<file path="config.mk">
export PLATFORM = sky130hd
export DESIGN_NAME = output_writeback
export DESIGN_NICKNAME = d
export VERILOG_FILES = /design/src/rtl/output_writeback.sv
export SDC_FILE = /design/constraint.sdc
export NUM_CORES = 1
export LEC_CHECK = 0
export BUFFER_PORTS_ARGS = -buffer_cell sky130_fd_sc_hd__buf_2
export CAP_MARGIN = 5
export CORE_UTILIZATION = 62
export DETAILED_ROUTE_END_ITERATION = 8
export PLACE_DENSITY = 0.83
export REMOVE_ABC_BUFFERS = 1
export SETUP_SLACK_MARGIN = 0.02
export SLEW_MARGIN = 5
export SYNTH_ARGS = -nofsm -noshare
export SYNTH_HDL_FRONTEND = slang
export SYNTH_SLANG_ARGS = --single-unit
</file>
<file path="constraint.sdc">
create_clock -name clk -period 8.72 [get_ports clk]
set_input_delay 1.308 -clock clk [delete_from_list [all_inputs] [get_ports clk]]
set_output_delay 1.308 -clock clk [all_outputs]
set_load 0.1 [all_outputs]
</file>
<file path="src/rtl/output_writeback.sv">
// Output writeback: addresses convolution results, buffers them and writes them to external memory.
// Optional output saturation is enabled by defining WB_SATURATE_EN.
module output_writeback #(
    parameter int ACCUMULATION_WIDTH = 32,
    parameter int IO_DATA_WIDTH      = 16,
    parameter int EXT_MEM_HEIGHT     = 1 << 20,
    parameter int EXT_MEM_WIDTH      = 32,
    parameter int FEATURE_MAP_WIDTH  = 64,
    parameter int FEATURE_MAP_HEIGHT = 64,
    parameter int OUTPUT_NB_CHANNELS = 32,
    parameter int FIFO_DEPTH         = 4,
    parameter int BASE_ADDR          = 0,
    localparam int ADDR_W = $clog2(EXT_MEM_HEIGHT),
    localparam int XW = (FEATURE_MAP_WIDTH  > 1) ? $clog2(FEATURE_MAP_WIDTH)  : 1,
    localparam int YW = (FEATURE_MAP_HEIGHT > 1) ? $clog2(FEATURE_MAP_HEIGHT) : 1,
    localparam int CW = (OUTPUT_NB_CHANNELS > 1) ? $clog2(OUTPUT_NB_CHANNELS) : 1
) (
    input  logic                          clk,
    input  logic                          arst_n_in,
    input  logic                          start,
    input  logic [ACCUMULATION_WIDTH-1:0] in_data,
    input  logic                          in_valid,
    input  logic [XW-1:0]                 in_x,
    input  logic [YW-1:0]                 in_y,
    input  logic [CW-1:0]                 in_ch,
    output logic                          in_ready,
    output logic                          mem_write_en,
    output logic [ADDR_W-1:0]             mem_write_addr,
    output logic [EXT_MEM_WIDTH-1:0]      mem_write_data,
    input  logic                          mem_ready,
    output logic                          running,
    output logic                          done,
    output logic                          range_error
);

    // state   | meaning
    // S_IDLE  | waiting for start
    // S_RUN   | accepting result beats until the layer total is reached
    // S_DRAIN | no more input; flushing address stage and FIFO
    // S_DONE  | one-cycle completion pulse

    localparam int TOTAL = FEATURE_MAP_WIDTH * FEATURE_MAP_HEIGHT * OUTPUT_NB_CHANNELS;
    localparam int TW    = $clog2(TOTAL + 1);
    localparam int PW    = $clog2(FIFO_DEPTH);
    localparam int OW    = PW + 1;
    localparam int NW    = OW + 1;

    if (EXT_MEM_WIDTH < ACCUMULATION_WIDTH || IO_DATA_WIDTH < 2 ||
        IO_DATA_WIDTH > ACCUMULATION_WIDTH || FIFO_DEPTH < 2 ||
        (FIFO_DEPTH & (FIFO_DEPTH - 1)) != 0) begin : g_bad_params
        $error("output_writeback: unsupported parameter combination");
    end

    typedef enum logic [1:0] {S_IDLE, S_RUN, S_DRAIN, S_DONE} state_t;

    state_t state, state_nxt;

    logic [TW-1:0]                   remaining;
    logic                            accept, in_range, last_beat;
    logic                            push, pop, fifo_empty;
    logic [NW-1:0]                   occ_need;
    logic [ADDR_W-1:0]               addr_calc;
    logic signed [ACCUMULATION_WIDTH-1:0] acc_val;
    logic [EXT_MEM_WIDTH-1:0]        ext_data;

    logic                            st_valid;
    logic [ADDR_W-1:0]               st_addr;
    logic [EXT_MEM_WIDTH-1:0]        st_data;

    logic [ADDR_W-1:0]               fifo_addr [FIFO_DEPTH];
    logic [EXT_MEM_WIDTH-1:0]        fifo_data [FIFO_DEPTH];
    logic [PW-1:0]                   wr_ptr, rd_ptr;
    logic [OW-1:0]                   fifo_cnt;

    assign fifo_empty = (fifo_cnt == '0);
    assign pop        = !fifo_empty && mem_ready;
    assign push       = st_valid;

    // Room must cover the incoming beat plus whatever the address stage pushes this cycle.
    assign occ_need  = NW'(fifo_cnt) - NW'(pop) + NW'(st_valid) + NW'(1);
    assign in_ready  = (state == S_RUN) && (occ_need <= NW'(FIFO_DEPTH));
    assign accept    = in_valid && in_ready;
    assign last_beat = (remaining == TW'(1));

    assign in_range = (32'(in_x)  < 32'(FEATURE_MAP_WIDTH))  &&
                      (32'(in_y)  < 32'(FEATURE_MAP_HEIGHT)) &&
                      (32'(in_ch) < 32'(OUTPUT_NB_CHANNELS));

    // Modular ADDR_W arithmetic yields the same low bits as the full-precision sum.
    assign addr_calc = ADDR_W'(BASE_ADDR) +
                       (ADDR_W'(in_y) * ADDR_W'(FEATURE_MAP_WIDTH) + ADDR_W'(in_x)) *
                       ADDR_W'(OUTPUT_NB_CHANNELS) + ADDR_W'(in_ch);

`ifdef WB_SATURATE_EN
    localparam logic signed [ACCUMULATION_WIDTH-1:0] SAT_MAX =
        ACCUMULATION_WIDTH'((64'sd1 <<< (IO_DATA_WIDTH - 1)) - 64'sd1);
    localparam logic signed [ACCUMULATION_WIDTH-1:0] SAT_MIN = ~SAT_MAX;

    always_comb begin
        acc_val = $signed(in_data);
        if ($signed(in_data) > SAT_MAX) begin
            acc_val = SAT_MAX;
        end else if ($signed(in_data) < SAT_MIN) begin
            acc_val = SAT_MIN;
        end
    end
`else
    assign acc_val = $signed(in_data);
`endif

    assign ext_data = EXT_MEM_WIDTH'(acc_val);

    always_comb begin
        state_nxt = state;
        unique case (state)
            S_IDLE:  if (start) state_nxt = S_RUN;
            S_RUN:   if (accept && last_beat) state_nxt = S_DRAIN;
            S_DRAIN: if (fifo_empty && !st_valid) state_nxt = S_DONE;
            S_DONE:  state_nxt = S_IDLE;
            default: state_nxt = S_IDLE;
        endcase
    end

    always_ff @(posedge clk) begin
        if (!arst_n_in) begin
            state       <= S_IDLE;
            remaining   <= '0;
            range_error <= 1'b0;
            st_valid    <= 1'b0;
            wr_ptr      <= '0;
            rd_ptr      <= '0;
            fifo_cnt    <= '0;
        end else begin
            state <= state_nxt;
            if (state == S_IDLE && start) begin
                remaining   <= TW'(TOTAL);
                range_error <= 1'b0;
            end else if (accept) begin
                remaining <= remaining - TW'(1);
            end
            if (accept && !in_range) begin
                range_error <= 1'b1;
            end
            st_valid <= accept && in_range;
            if (push) wr_ptr <= wr_ptr + PW'(1);
            if (pop)  rd_ptr <= rd_ptr + PW'(1);
            fifo_cnt <= fifo_cnt + OW'(push) - OW'(pop);
        end
    end

    always_ff @(posedge clk) begin
        if (accept) begin
            st_addr <= addr_calc;
            st_data <= ext_data;
        end
        if (push) begin
            fifo_addr[wr_ptr] <= st_addr;
            fifo_data[wr_ptr] <= st_data;
        end
    end

    assign mem_write_en   = !fifo_empty;
    assign mem_write_addr = fifo_addr[rd_ptr];
    assign mem_write_data = fifo_data[rd_ptr];
    assign running        = (state == S_RUN) || (state == S_DRAIN);
    assign done           = (state == S_DONE);

endmodule

</file>
==> results of run 1 <==
area by class of cell:
class                      count  area share
clock inverter                 9     0.00606
timing repair buffer         111      0.0482
inverter                      14     0.00446
sequential                   275       0.676
multi-input combinational    186       0.177
tap                          216      0.0230
clock buffer                  38      0.0651
routing by layer:
metal,GRT usage,up-vias,routed length [um]
met5,0,-,0
met4,0.0602,0,346
met3,0.0410,28,1020
met2,0.392,181,9670
met1,0.283,2506,7140
li1,-,2232,-
metrics by stage:
stage,util,cells
after floorplan,-,475
after global placement,0.686,802
after detailed placement,0.686,802
after CTS,0.739,849
after global routing,0.739,849
final,0.739,849
synth_stat cells, types with 2 or more instances:
master                      number  area [um2]
sky130_fd_sc_hd__xor2_1          3        26.3
sky130_fd_sc_hd__clkbuf_1       13        48.8
sky130_fd_sc_hd__ha_1           15         188
sky130_fd_sc_hd__nand3_1         4        20.0
sky130_fd_sc_hd__a21oi_1        15        75.1
sky130_fd_sc_hd__o21ai_0         9        45.0
sky130_fd_sc_hd__xnor2_1         4        35.0
sky130_fd_sc_hd__fa_1            2        40.0
sky130_fd_sc_hd__o31ai_1         8        60.1
sky130_fd_sc_hd__and2_1          7        43.8
sky130_fd_sc_hd__buf_4           4        30.0
sky130_fd_sc_hd__buf_1           4        15.0
sky130_fd_sc_hd__dfxtp_1        30         601
sky130_fd_sc_hd__inv_1          14        52.6
sky130_fd_sc_hd__or4_1          14         105
sky130_fd_sc_hd__or2_2           3        18.8
sky130_fd_sc_hd__buf_2           3        15.0
sky130_fd_sc_hd__edfxtp_1      245        7360
sky130_fd_sc_hd__nand2_1         7        26.3
sky130_fd_sc_hd__nor2_1         14        52.6
sky130_fd_sc_hd__or3_1          11        68.8
sky130_fd_sc_hd__mux4_2         49        1100
sky130_fd_sc_hd__o2111ai_1       5        43.8
sky130_fd_sc_hd__o211ai_1        2        15.0
registers in the layout (all words and copies together), names as in the netlist, named ones only:
register	cells
fifo_addr	68
push	1
st_data	32
remaining	18
rd_ptr	2
fifo_cnt	3
state	2
wr_ptr	2
st_addr	17
fifo_data	128
logic make-up after synthesis:
logic type,after synthesis,synth area share
AOI/OAI and AO/OA,42,0.0261
xor gates and xnor gates,7,0.00602
adders and majority gates,17,0.0224
buffers and inverters,38,0.0159
DFF,275,0.782
muxes,51,0.111
other,1,0.000368
and+or+nand+nor,65,0.0369
critical path: stages:
cell and delay, ns:
sky130_fd_sc_hd__buf_2 0.10, sky130_fd_sc_hd__and2_1 0.19, sky130_fd_sc_hd__fa_1 0.39, sky130_fd_sc_hd__inv_1 0.06, sky130_fd_sc_hd__ha_1 0.13, sky130_fd_sc_hd__ha_1 0.23
sky130_fd_sc_hd__nor2_1 0.31, sky130_fd_sc_hd__nor2_1 0.11, sky130_fd_sc_hd__nor2_1 0.11, sky130_fd_sc_hd__buf_2 0.43
final timing paths:
check                           to  cells after the start
setup reg to reg     remaining[14]                     10
hold reg to reg   fifo_data[1][31]                      0
setup / recovery          in_ready                     10
hold / removal    fifo_data[1][31]                      0
layout by cell type (no fill, tap or decap), drive strengths merged, types with 5 or more instances in the layout:
master,Yosys,final
a21oi,15,15
and2,7,7
buf,11,111
clkbuf,13,38
clkinv,0,6
dfxtp,30,30
edfxtp,245,245
ha,15,15
inv,14,15
mux4,49,49
nand2,7,7
nor2,14,14
o2111ai,5,5
o21ai,9,9
o31ai,8,8
or3,11,11
or4,14,14
power breakdown:
group / leakage, uW / switching (uW) / total, uW / internal [uW]
sequential: 0.00246 / 118 / 1670 / 1560
combinational: 0.00113 / 968 / 1270 / 305
clock: 0.000409 / 444 / 1080 / 638
==> impl_summary.txt, run 1 <==
----------------------------------------------------
[Pwr]
  Maximum vdd drop ... 230 uV
  Leakage power ... 0.00400 uW
  Total power divided by cell area ... 342 nW/um2
  Overall power of the completed layout ... 4030 uW

[STA]
  Worst setup slack after layout ... 4.03 ns
  Max-slew violation count ... 0
  Fmax ... 213 MHz
  Setup repair after global routing missed its margin ... no
  Post-route worst hold slack ... 0.496 ns
  Total negative setup slack ... 0 ns
  Final hold vios ... 0
  Clock Skew ... 0.00850 ns
  Worst slew slack as a fraction of its limit ... 0.243
  Setup Viol. Count Final ... 0
  Final worst path period share ... 0.538
  Time the final worst path needs with I/O delays and setup ... 4.69 ns
  Transition time at the pin with the least slew margin ... 1.13 ns

[Worst setup path]
  Critical Path RT ... 7.41 ns
  Max Fanout on Critical Path ... 6
  CP arrival ... 3.38 ns
  Setup CP Type ... input pin to output port
  Startpoint of the worst-slack reg-to-reg timing path ... fifo_cnt[1]
  Worst Setup End Kind ... output port
  Timing startpoint of the critical path ... mem_ready
  Register-to-register path setup slack ... 5.08 ns
  Startpoint kind of the worst setup timing path ... input pin

[CTS]
  Number of buffers created by CTS ... 26
  Buffers inserted by post-CTS timing repair ... 0
  Clock slew at reported path FFs ... 0.06 ns
  Worst-Skew Late Latency ... 0.52 ns
  Clock Tree Buf Depth ... 3
  Root Buffer ... sky130_fd_sc_hd__clkbuf_16
  # clock sinks ... 275
  Number of gates given a new drive strength after cts ... 0
  H-tree Lvls ... 1
  CTS tree ... built
  Number of buffers inserted by hold repair at cts ... 0

[Route]
  Count of vias placed by the detailed router ... 4947
  Number of routed nets with antenna violations ... 0
  Avg WL per Cell ... 21.4 um
  Wire length reported by the detailed router ... 18200 um
  Remaining design rule violation count ... 0
  Number of vias per cell after detailed routing ... 5.83
  First DRT Iteration DRCs ... 406
  Detailed-router iteration count before antenna repair ... 4

[Synthesis]
  Sequential share of the synthesized area ... 0.782
  Count of distinct cell types in the synthesized netlist ... 35
  Avg Synthesized Cell Area ... 20.5 um2
  Fraction of synthesis flops using an asynchronous set or reset pin ... 0
  Post-synthesis instance area ... 10200 um2
  Count of warnings emitted by yosys ... 0
  Synth Flop Type ... sky130_fd_sc_hd__edfxtp_1
  Post-synthesis register bit count ... 275
  Number of instances in the synthesized netlist ... 496
  Number of enable-type register cells in the synthesized netlist ... 245

[Place]
  Post-placement worst setup slack ... 4.04 ns
  Global placer's final weighted congestion ... 0.730
  Hpwl dp ... 10500 um
  Area after detailed placement ... 10900 um2
  Port buffer count ... 106

[Layout]
  Layout cell share with drive strength beyond 1 ... 0.330
  Final design area excluding fillers ... 11800 um2
  Area overhead of the layout relative to synthesis ... 15.7%
  FILL cells ... 917
  Final net count ... 685
  Multi-input gate area in the final layout ... 2080 um2
  Number of antenna cells inserted ... 0
  Register cell area after layout ... 7960 um2

[Floorplanning]
  Num ports ... 111
  Overall die width ... 130 um
  Die outline height ... 130 um
  Initial core utilization ... 0.638
  Standard-cell rows ... 46
  Area of the core region ... 15900 um2
  Die Outline Area ... 16900 um2

[Global route]
  Antenna violations before repair ... 0
  Total global-route track usage ... 0.221
  Maximum number of pins on one net before global-route repair ... 54
  Remaining global-route overflow ... 0
  First-pass GRT wire length ... 27300 um
  Via count of the first global-routing pass ... 5059

[Flow run]
  Number of max-cap violations ... 0

[Run status]
  Outcome ... completed

[Min path]
  Beginning of the worst hold path ... st_data[31]
  Class of the worst hold path ... flip-flop to flip-flop

----------------------------------------------------
Power figures use the tool's default switching activity.
==> run 2: changes to the inputs <==
--- a/config.mk
+++ b/config.mk
@@ -7,9 +7,9 @@
 export LEC_CHECK = 0
 export BUFFER_PORTS_ARGS = -buffer_cell sky130_fd_sc_hd__buf_2
 export CAP_MARGIN = 5
-export CORE_UTILIZATION = 62
+export CORE_UTILIZATION = 52
 export DETAILED_ROUTE_END_ITERATION = 8
-export PLACE_DENSITY = 0.83
+export PLACE_DENSITY = 0.74
 export REMOVE_ABC_BUFFERS = 1
 export SETUP_SLACK_MARGIN = 0.02
 export SLEW_MARGIN = 5
==> constraint.sdc (replaced) <==
create_clock -name clk -period 3.9 [get_ports clk]
set_input_delay 0.585 -clock clk [delete_from_list [all_inputs] [get_ports clk]]
set_output_delay 0.585 -clock clk [all_outputs]
set_load 0.1 [all_outputs]
==> run 2 against run 1 <==
Core utilization down 12 points; combinational power is 130% higher; clock power is 110% higher; critical endpoint unchanged; wire length shrank 2.8%; die area increased by 19%.
==> impl_summary.txt, run 2 (synthesized netlist as in run 1, its figures left out) <==
----------------------------------------------------
[Run status]
  Outcome ... completed

[Pwr]
  Overall power of the completed layout ... 8880 uW
  Total power divided by cell area ... 751 nW/um2
  Maximum vdd drop ... 692 uV
  Leakage power ... 0.00399 uW

[Global route]
  First-pass GRT wire length ... 27900 um
  Via count of the first global-routing pass ... 5221
  Remaining global-route overflow ... 0
  Antenna violations before repair ... 3
  Total global-route track usage ... 0.182
  Maximum number of pins on one net before global-route repair ... 35

[Floorplanning]
  Num ports ... 111
  Area of the core region ... 19000 um2
  Overall die width ... 142 um
  Die outline height ... 142 um
  Standard-cell rows ... 50
  Die Outline Area ... 20100 um2
  Initial core utilization ... 0.537

[Route]
  Detailed-router iteration count before antenna repair ... 5
  Number of routed nets with antenna violations ... 0
  Avg WL per Cell ... 19.6 um
  Count of vias placed by the detailed router ... 4957
  First DRT Iteration DRCs ... 340
  Remaining design rule violation count ... 0
  Number of vias per cell after detailed routing ... 5.51
  Wire length reported by the detailed router ... 17700 um

[STA]
  Time the final worst path needs with I/O delays and setup ... 3.69 ns
  Fmax ... 271 MHz
  Setup repair after global routing missed its margin ... no
  Final worst path period share ... 0.945
  Total negative setup slack ... 0 ns
  Post-route worst hold slack ... 0.240 ns
  Worst setup slack after layout ... 0.214 ns
  Setup Viol. Count Final ... 0
  Worst slew slack as a fraction of its limit ... 0.311
  Clock Skew ... 0.0148 ns
  Transition time at the pin with the least slew margin ... 1.03 ns
  Max-slew violation count ... 0
  Final hold vios ... 0

[CTS]
  Worst-Skew Late Latency ... 0.51 ns
  Root Buffer ... sky130_fd_sc_hd__clkbuf_16
  CTS tree ... built
  Clock Tree Buf Depth ... 3
  H-tree Lvls ... 1
  Clock slew at reported path FFs ... 0.06 ns
  # clock sinks ... 275
  Number of buffers created by CTS ... 26

[Min path]
  Class of the worst hold path ... input pin to flip-flop

[Worst setup path]
  Max Fanout on Critical Path ... 6
  CP arrival ... 3.10 ns
  Worst Setup End Kind ... output port
  Startpoint kind of the worst setup timing path ... flip-flop
  Critical Path RT ... 3.31 ns
  Setup CP Type ... flip-flop to output port

[Layout]
  Register name with the most flops ... fifo_data
  Commonest non-fill, non-tap cell in the layout ... sky130_fd_sc_hd__edfxtp_1
  Area overhead of the layout relative to synthesis ... 16.1%
  Max reg flops ... 128
  Fin util ... 0.623
  Highest-count cells in the layout ignoring fill and taps ... 245 x sky130_fd_sc_hd__edfxtp_1, 105 x sky130_fd_sc_hd__buf_2, 49 x sky130_fd_sc_hd__mux4_2
  Layout cell share with drive strength beyond 1 ... 0.333
  Final net count ... 690
  Largest registers in the final layout ... fifo_data (128), fifo_addr (68), st_data (32)

[Place]
  Post-placement worst setup slack ... 0.354 ns
  Global placer's final weighted congestion ... 0.841
  Port buffer count ... 106
  Hpwl dp ... 11000 um

[Flow run]
  Number of max-cap violations ... 0

----------------------------------------------------
==> run 2: final cells by class <==
cell class / count / area (um2)
Sequential cell: 275 / 7960
Fill cell: 1317 / 7140
Multi-Input combinational cell: 186 / 2080
Clock buffer: 35 / 706
Timing Repair Buffer: 116 / 621
Tap cell: 260 / 325
Clock inverter: 11 / 62.6
Inverter: 14 / 52.6
Antenna cell: 2 / 5.00
==> run 2: where the power goes <==
group / switching, uW / internal [uW] / total [uW]
logic: 2200 / 703 / 2910
clock network: 1000 / 1270 / 2270
registers: 227 / 3470 / 3700
==> run 2: through the flow <==
stage	cells	area (um2)
after detailed placement	851	11000
final	899	11800
after floorplan	475	10100
after CTS	897	11800
after global routing	897	11800
after global placement	851	11000
==> run 2: critical path, stage by stage, from the launching register on <==
cell,delay [ns]
sky130_fd_sc_hd__dfxtp_1,0.37
sky130_fd_sc_hd__or3_1,0.40
sky130_fd_sc_hd__and2_1,0.24
sky130_fd_sc_hd__fa_1,0.40
sky130_fd_sc_hd__inv_1,0.07
sky130_fd_sc_hd__ha_1,0.13
sky130_fd_sc_hd__ha_1,0.24
sky130_fd_sc_hd__nor2_2,0.22
sky130_fd_sc_hd__nor2_1,0.09
sky130_fd_sc_hd__nor2_1,0.10
sky130_fd_sc_hd__clkbuf_4,0.34
==> run 2: final timing paths <==
check                from             to  slack, ns  depth (start not counted)
max           fifo_cnt[1]       in_ready       0.21                         10
min           in_data[27]    st_data[27]       0.24                          1
max reg2reg   fifo_cnt[1]  remaining[16]       0.45                         10
min reg2reg  remaining[9]   remaining[9]       0.48                          2
==> run 2: metal layers <==
metal	wire (um)	GRT usage
met2	8620	0.301
met4	311	0.0515
met1	7340	0.242
met3	1390	0.0435
met5	0	0
==> run 2: repair_timing <==
item	4_1_cts	5_1_grt
setup endpoints to repair	0	1
buffers inserted	0	0
endpoints found under the hold margin	0	0
resized for setup	0	2
hold buffers	0	0
==> run 3: changes to the inputs <==
--- a/config.mk
+++ b/config.mk
@@ -7,6 +7,7 @@
 export LEC_CHECK = 0
 export BUFFER_PORTS_ARGS = -buffer_cell sky130_fd_sc_hd__buf_2
 export CAP_MARGIN = 5
+export CORE_MARGIN = 3
 export CORE_UTILIZATION = 52
 export DETAILED_ROUTE_END_ITERATION = 8
 export PLACE_DENSITY = 0.74
@@ -16,3 +17,4 @@
 export SYNTH_ARGS = -nofsm -noshare
 export SYNTH_HDL_FRONTEND = slang
 export SYNTH_SLANG_ARGS = --single-unit
+export TNS_END_PERCENT = 100
==> run 3 against run 2 <==
Critical path depth is the same; total power grew 5.4%; cell count grew 0.22%; first-iteration DRC count grew 1.8%; non-clock buffer count shrank 2; critical path type unchanged; die area grew 5.7%.
==> impl_summary.txt, run 3 (synthesized netlist as in run 1, its figures left out) <==
----------------------------------------------------
[Run status]
  Outcome ... completed

[Floorplanning]
  Die Outline Area ... 21300 um2
  Initial core utilization ... 0.537
  Area of the core region ... 19000 um2
  Die outline height ... 146 um
  Num ports ... 111
  Standard-cell rows ... 50
  Overall die width ... 146 um

[Route]
  Met2 WL ... 8880 um
  Avg WL per Cell ... 19.9 um
  M1 WL ... 7330 um
  Number of vias per cell after detailed routing ... 5.52
  Count of vias placed by the detailed router ... 4976
  First DRT Iteration DRCs ... 346
  Number of routed nets with antenna violations ... 0
  Detailed-router iteration count before antenna repair ... 5
  Wire length reported by the detailed router ... 17900 um
  Met3 layer wire length in the routed design ... 1490 um
  Remaining design rule violation count ... 0
  Highest routed metal layer ... met5

[STA]
  Max-slew violation count ... 0
  Final hold vios ... 0
  Time the final worst path needs with I/O delays and setup ... 3.66 ns
  Final worst path period share ... 0.939
  Clock Skew ... 0.0161 ns
  Setup Viol. Count Final ... 0
  Setup repair after global routing missed its margin ... no
  Transition time at the pin with the least slew margin ... 1.05 ns
  Fmax ... 273 MHz
  Worst slew slack as a fraction of its limit ... 0.301
  Post-route worst hold slack ... 0.236 ns

[Pwr]
  Maximum vdd drop ... 825 uV
  Leakage power ... 0.00409 uW
  Total power divided by cell area ... 779 nW/um2

[Global route]
  Maximum number of pins on one net before global-route repair ... 54
  Total global-route track usage ... 0.173
  Antenna violations before repair ... 1
  Remaining global-route overflow ... 0
  First-pass GRT wire length ... 29300 um
  Via count of the first global-routing pass ... 5411

[Layout]
  Highest-count cells in the layout ignoring fill and taps ... 245 x sky130_fd_sc_hd__edfxtp_1, 105 x sky130_fd_sc_hd__buf_2, 49 x sky130_fd_sc_hd__mux4_2
  Largest registers in the final layout ... fifo_data (128), fifo_addr (68), st_data (32)
  Register name with the most flops ... fifo_data
  Max reg flops ... 128
  Fin util ... 0.634
  Number of antenna cells inserted ... 0
  Multi-input gate area in the final layout ... 2090 um2
  Area overhead of the layout relative to synthesis ... 18.1%
  Commonest non-fill, non-tap cell in the layout ... sky130_fd_sc_hd__edfxtp_1
  FILL cells ... 1323
  Final net count ... 690
  Layout cell share with drive strength beyond 1 ... 0.349
  Register cell area after layout ... 7960 um2

[Worst setup path]
  Length in cells of the worst reg-to-reg path ... 10
  CP arrival ... 3.08 ns
  Setup CP Type ... flip-flop to output port
  Worst Setup End Kind ... output port
  Max Fanout on Critical Path ... 6
  Startpoint kind of the worst setup timing path ... flip-flop
  Critical Path RT ... 3.31 ns

[Min path]
  Class of the worst hold path ... input pin to flip-flop
  Worst hold stages ... 1

[Flow run]
  Number of max-cap violations ... 0

[CTS]
  Worst-Skew Late Latency ... 0.52 ns
  # clock sinks ... 275
  CTS tree ... built
  Root Buffer ... sky130_fd_sc_hd__clkbuf_16
  H-tree Lvls ... 1
  Number of buffers inserted by hold repair at cts ... 0
  Number of buffers created by CTS ... 28
  Clock slew at reported path FFs ... 0.06 ns
  Clock Tree Buf Depth ... 3

[Place]
  Global placer's final weighted congestion ... 0.865
  Port buffer count ... 106
  Hpwl dp ... 10700 um

----------------------------------------------------
run 3: cell count changes in the layout (fill, tap and decap cells not counted), sizes merged:
cell      delta
bufinv       +5
buf          -1
clkinvlp     +2
clkbuf       -5
clkinv       +3
diode        -2
run 3: per-stage QoR:
| step | area, um2 | instances | setup slack (ns) | power, uW | setup TNS (ns) |
|---|---|---|---|---|---|
| final | 12000 | 901 | 0.238 | 9360 | 0 |
| after global routing | 12000 | 901 | 0.0567 | 9760 | 0 |
| after CTS | 12000 | 901 | 0.0228 | 9440 | 0 |
| after detailed placement | 11000 | 849 | 0.275 | 6700 | 0 |
| after global placement | 11000 | 849 | 0.559 | 6630 | 0 |
| after floorplan | 10100 | 475 | -0.542 | 6160 | -11.53 |
run 3: per-layer routing:
metal  vias up  GRT usage
met5         -          0
met4         2     0.0370
met3        19     0.0467
met2       181      0.285
met1      2532      0.236
li1       2242          -
run 3: repair_timing:
item,in CTS,in global routing
buffers inserted,0,0
setup endpoints to repair,1,11
gates resized for setup,1,4
run 3: cell type report:
| class | instances | area share |
|---|---|---|
| multi-input combinational | 186 | 0.174 |
| clock inverter | 21 | 0.0197 |
| clock buffer | 31 | 0.0610 |
| tap | 260 | 0.0271 |
| timing repair buffer | 114 | 0.0517 |
| sequential | 275 | 0.662 |
| inverter | 14 | 0.00437 |
run 3: final timing paths:
kind | from | slack (ns) | to
hold / removal | in_ch[3] | 0.24 | st_addr[3]
hold reg to reg | st_addr[0] | 0.49 | fifo_addr[2][0]
setup / recovery | fifo_cnt[1] | 0.24 | in_ready
setup reg to reg | fifo_cnt[1] | 0.41 | remaining[8]
run 3: power breakdown:
| part | leakage [uW] | internal [uW] | switching [uW] |
|---|---|---|---|
| clock network | 0.000471 | 1680 | 1050 |
| logic | 0.00116 | 720 | 2230 |
| registers | 0.00246 | 3480 | 203 |
run 3: worst max-delay path, cell delays in order, from the launching register on:
cell and delay (ns):
sky130_fd_sc_hd__dfxtp_1 0.37, sky130_fd_sc_hd__or3_1 0.42, sky130_fd_sc_hd__and2_1 0.23, sky130_fd_sc_hd__fa_1 0.43, sky130_fd_sc_hd__inv_1 0.08, sky130_fd_sc_hd__ha_1 0.14, sky130_fd_sc_hd__ha_1 0.19, sky130_fd_sc_hd__and3b_2 0.27
sky130_fd_sc_hd__nor2_1 0.05, sky130_fd_sc_hd__nor2_1 0.14, sky130_fd_sc_hd__buf_6 0.24
